## src/rtl/booth_pkg.sv

```systemverilog
// Shared widths, FSM encodings and saturation limits for the Booth product accumulator.
package booth_pkg;

    localparam int unsigned DEF_PROD_W = 16;
    localparam int unsigned DEF_ACC_W  = 24;
    localparam int unsigned DEF_LEN_W  = 8;

    localparam logic [1:0] ST_IDLE  = 2'd0;
    localparam logic [1:0] ST_ACCUM = 2'd1;
    localparam logic [1:0] ST_DONE  = 2'd2;

    localparam logic signed [DEF_ACC_W-1:0] ACC_MAX = {1'b0, {(DEF_ACC_W-1){1'b1}}};
    localparam logic signed [DEF_ACC_W-1:0] ACC_MIN = {1'b1, {(DEF_ACC_W-1){1'b0}}};

endpackage

```

## src/rtl/sat_add.sv

```systemverilog
// Combinational signed accumulate step: acc + sign-extended product, clamped to ACC_W.
module sat_add
    import booth_pkg::*;
#(
    parameter int unsigned PROD_W = DEF_PROD_W,
    parameter int unsigned ACC_W  = DEF_ACC_W
) (
    input  logic [ACC_W-1:0]  acc,
    input  logic [PROD_W-1:0] product,
    output logic [ACC_W-1:0]  sum,
    output logic              ovf
);

    logic [ACC_W:0] sum_wide;
    logic [ACC_W:0] prod_ext;

    assign prod_ext = {{(ACC_W+1-PROD_W){product[PROD_W-1]}}, product};
    assign sum_wide = {acc[ACC_W-1], acc} + prod_ext;

    // Guard bit disagreeing with the ACC_W sign bit means the true sum left range.
    assign ovf = sum_wide[ACC_W] ^ sum_wide[ACC_W-1];

    always_comb begin
        sum = sum_wide[ACC_W-1:0];
        if (ovf) begin
            sum = sum_wide[ACC_W] ? {1'b1, {(ACC_W-1){1'b0}}} : {1'b0, {(ACC_W-1){1'b1}}};
        end
    end

endmodule

```

## src/rtl/booth_product_accumulator.sv

```systemverilog
// Sums a burst of Booth products into a saturating signed accumulator with
// valid/ready handshakes on both the product input and the result output.
module booth_product_accumulator
    import booth_pkg::*;
#(
    parameter int unsigned PROD_W = DEF_PROD_W,
    parameter int unsigned ACC_W  = DEF_ACC_W,
    parameter int unsigned LEN_W  = DEF_LEN_W
) (
    input  logic              clk,
    input  logic              rst_n,
    input  logic              start,
    input  logic [LEN_W-1:0]  len,
    input  logic              in_valid,
    output logic              in_ready,
    input  logic [PROD_W-1:0] product,
    output logic              out_valid,
    input  logic              out_ready,
    output logic [ACC_W-1:0]  acc_out,
    output logic              sat_flag,
    output logic              busy
);

    logic [1:0]       state_q;
    logic [ACC_W-1:0] acc_q;
    logic             sat_q;
    logic [LEN_W-1:0] rem_q;

    logic [ACC_W-1:0] sum;
    logic             ovf;
    logic             xfer;

    sat_add #(
        .PROD_W (PROD_W),
        .ACC_W  (ACC_W)
    ) u_sat_add (
        .acc     (acc_q),
        .product (product),
        .sum     (sum),
        .ovf     (ovf)
    );

    assign in_ready  = (state_q == ST_ACCUM);
    assign out_valid = (state_q == ST_DONE);
    assign busy      = (state_q != ST_IDLE);
    assign xfer      = in_valid & in_ready;
    assign acc_out   = acc_q;
    assign sat_flag  = sat_q;

    always_ff @(posedge clk) begin
        if (!rst_n) begin
            state_q <= ST_IDLE;
            acc_q   <= '0;
            sat_q   <= 1'b0;
            rem_q   <= '0;
        end else begin
            case (state_q)
                ST_IDLE: begin
                    if (start) begin
                        acc_q   <= '0;
                        sat_q   <= 1'b0;
                        rem_q   <= len;
                        state_q <= (len != '0) ? ST_ACCUM : ST_DONE;
                    end
                end
                ST_ACCUM: begin
                    if (xfer) begin
                        acc_q <= sum;
                        sat_q <= sat_q | ovf;
                        rem_q <= rem_q - LEN_W'(1);
                        if (rem_q == LEN_W'(1)) begin
                            state_q <= ST_DONE;
                        end
                    end
                end
                ST_DONE: begin
                    // start is deliberately ignored here, even alongside the handshake.
                    if (out_ready) begin
                        state_q <= ST_IDLE;
                    end
                end
                default: begin
                    state_q <= ST_IDLE;
                end
            endcase
        end
    end

endmodule

```

## config.mk

```make
export PLATFORM = sky130hd
export DESIGN_NAME = booth_product_accumulator
export DESIGN_NICKNAME = d
export VERILOG_FILES = /design/src/rtl/booth_pkg.sv /design/src/rtl/sat_add.sv /design/src/rtl/booth_product_accumulator.sv
export SDC_FILE = /design/constraint.sdc
export NUM_CORES = 1
export LEC_CHECK = 0
export CORE_AREA = 2 2 78 80
export CTS_BUF_LIST = sky130_fd_sc_hd__clkbuf_2 sky130_fd_sc_hd__clkbuf_4 sky130_fd_sc_hd__clkbuf_8
export DETAILED_ROUTE_END_ITERATION = 6
export DIE_AREA = 0 0 80 82
export PLACE_DENSITY = 0.81
export RECOVER_POWER = 25
export SLEW_MARGIN = 20
export SYNTH_ARGS = -nofsm -noshare
export SYNTH_HDL_FRONTEND = slang
export SYNTH_SLANG_ARGS = --single-unit
```

## constraint.sdc

```tcl
create_clock -name clk -period 3.93 [get_ports clk]
set_input_delay 0.786 -clock clk [delete_from_list [all_inputs] [get_ports clk]]
set_output_delay 0.786 -clock clk [all_outputs]
set_load 0.005 [all_outputs]
```

==> qor.yml <==
status: "finished clean"
regToRegStartpoint: "acc_out[1]"
synth_area_mm2: 0.003039
start_util: 0.5290
clk_latency_ps: 290
yosysSeqAreaShare: 0.2305
io_pins: 57
coreArea_mm2: 0.005746
drc: 0
synthCells: 377
num_vias: 3093
finalHoldViolCount: 0
synth_cell_types: 70
die-area_mm2: 0.006560
fin_util: 0.6583
worstMarginPinSlew_ps: 686.9
track_usage: 0.2535
viasPerCell: 6.065
die_h_um: 82
min_path_type: "flip-flop to flip-flop"
drt_pre_antenna_iters: 5
syn2layout_area_growth_pct: 24.45
fin_skew_ps: 9.413
synthArstFlopShare: 0
crit_path_end_kind: "flip-flop"
clkTransAtPathRegs_ps: 80
synthesis.nets: 433
post-cts-setup-buffer-count: 0
drv_cap: 0
place.port_buffers: 56
setup_viol: 0
antennaDiodeCount: 0
seqCellArea_um2: 700.7
max_freq_mhz: 283.2
nFillCells: 506
vdd_drop_max_mv: 0.1760
ys_ff_latch: 35
crit_type: "input port to flip-flop"
slew_headroom: 0.5421
antenna_found_initial: 0
fp.dieW_um: 80
setup_tns_ps: 0
place.gp.congestion: 0.9278
start_kind: "input port"
multi_input_area_mm2: 0.002202
grt-ovfl-total: 0
clock-sinks: 35
power_leakage_nw: 1.574
cts_root_buf: "clkbuf_8"
timing.final.crit_share: 0.8985
wl_per_cell_um: 15.85
antenna_left: 0
min_from: "acc_out[22]"
crit_fanout: 19
grt_pass1_vias: 2747
min_period_ps: 3531
drt_iter0_drc: 152
grt_first_pass_wirelength_mm: 13.02
cts_made_buffers: 5
htree_levels: 2
yosys_warnings: 0
rows: 28
power_density_mw_per_mm2: 307.8
startpoint: "product[15]"
yosys_most_used_dff: "dfxtp_1"
wl_mm: 8.082
cts_tree: "yes"
arrival_ps: 3740
synth_edf_count: 0
worstPathRequired_ps: 4140
dp_hpwl_mm: 6.324
ctsResizeCount: 0
drv_slew: 0
rsz0062_at_grt: "false"
layout.nets: 490
cts.hold.buffers_added: 0
cts.path.max_buffers: 2
syn_area_per_cell_um2: 8.061
drive_gt1_frac: 0.1149
grt_max_degree: 23
worst paths after layout:
kind	to	slack, ps	cells past startpoint
worst max register to register	acc_out[12]	1120	8
worst min-delay path	acc_out[22]	470	2
worst max-delay path	acc_out[12]	400	9
worst min register to register	acc_out[22]	470	2
power by group:
group	leakage [nW]	switching, mW	total, mW	internal, mW
sequential	0.285	0.0281	0.411	0.383
combinational	1.23	0.236	0.423	0.188
clock	0.0581	0.141	0.330	0.189
total	1.57	0.405	1.16	0.759
kinds of logic (layout without fill, tap and decap cells):
group / after synthesis / in the layout / share of synthesized area
simple gates: 131 / 131 / 0.2133
compound gates: 139 / 139 / 0.3450
buf+inv: 27 / 85 / 0.04487
fa+ha+maj: 27 / 27 / 0.1136
xor+xnor: 17 / 17 / 0.04899
flops: 35 / 35 / 0.2305
mux: 1 / 1 / 0.003705
stage by stage:
stage / power, mW / instance area (um2) / hold WS, ps / worst slack (ps) / cells
after floorplan: 0.7008 / 3039 / 461.3 / 818.7 / 377
after global placement: 0.8326 / 3670 / 456.9 / 163.1 / 502
after detailed placement: 0.8386 / 3670 / 464.4 / 112.5 / 502
after CTS: 1.165 / 3782 / 474.5 / 443.3 / 510
after global routing: 1.233 / 3782 / 502.1 / 184.4 / 510
final: 1.164 / 3782 / 474.2 / 398.7 / 510
per-layer routing:
layer	part of all wire	global-route usage	vias to the layer above
met3	0.053	0.03077	14
met1	0.48	0.3555	1440
li1	-	-	1542
met5	0	0	-
met4	0.019	0.07797	0
met2	0.45	0.4075	97
worst max-delay path, cell delays in order:
cell,delay [ps]
clkdlybuf4s50_1,610
ha_1,510
a211oi_1,370
o21bai_1,150
a22oi_2,210
o311ai_4,160
a21oi_4,520
nor2_4,160
a221oi_2,260
area by class of cell:
type	instances	share of cell area
multi-input combinational	315	0.5822
sequential	35	0.1852
timing repair buffer	65	0.1661
tap	75	0.02481
clock buffer	5	0.01819
inverter	12	0.01191
clock inverter	3	0.01158
synth_stat cells (all sizes together) (8+ instances only):
cell / count / area [um2]
nand2: 43 / 163.9
a21oi: 39 / 210.2
o21ai: 37 / 185.2
dfxtp: 35 / 700.7
nor2: 27 / 108.9
ha: 26 / 325.3
nor3: 18 / 90.09
inv: 11 / 41.29
nand3: 11 / 60.06
a211oi: 10 / 85.08
xnor2: 10 / 87.58
buf: 9 / 68.81
a221oi: 8 / 131.4
flip-flops by register name, summed over array words and instances, names as in the netlist:
register	cells
acc_out	24
sat_flag	1
state_q	2
rem_q	8
cell usage in the layout, fill, tap and decap left out, types with 3 or more instances in the layout:
| master | n |
|---|---|
| o21ai_1 | 14 |
| nor4_1 | 4 |
| nor2_1 | 26 |
| nand4_1 | 3 |
| o211ai_1 | 3 |
| clkdlybuf4s50_1 | 42 |
| o31ai_1 | 4 |
| buf_4 | 9 |
| dfxtp_1 | 35 |
| nand2b_1 | 4 |
| xnor2_1 | 10 |
| a21o_1 | 6 |
| a21oi_1 | 37 |
| ha_1 | 26 |
| o21bai_1 | 3 |
| inv_1 | 11 |
| and3_1 | 4 |
| xor2_1 | 7 |
| o211ai_2 | 3 |
| nand2_1 | 42 |
| nand3_1 | 10 |
| or3_1 | 3 |
| nor3_1 | 18 |
| o21ai_0 | 23 |
| a211oi_1 | 8 |
| a221oi_2 | 7 |
| clkbuf_8 | 5 |
| dlygate4sd3_1 | 14 |
Note: power is estimated with default switching activity, not from simulation.
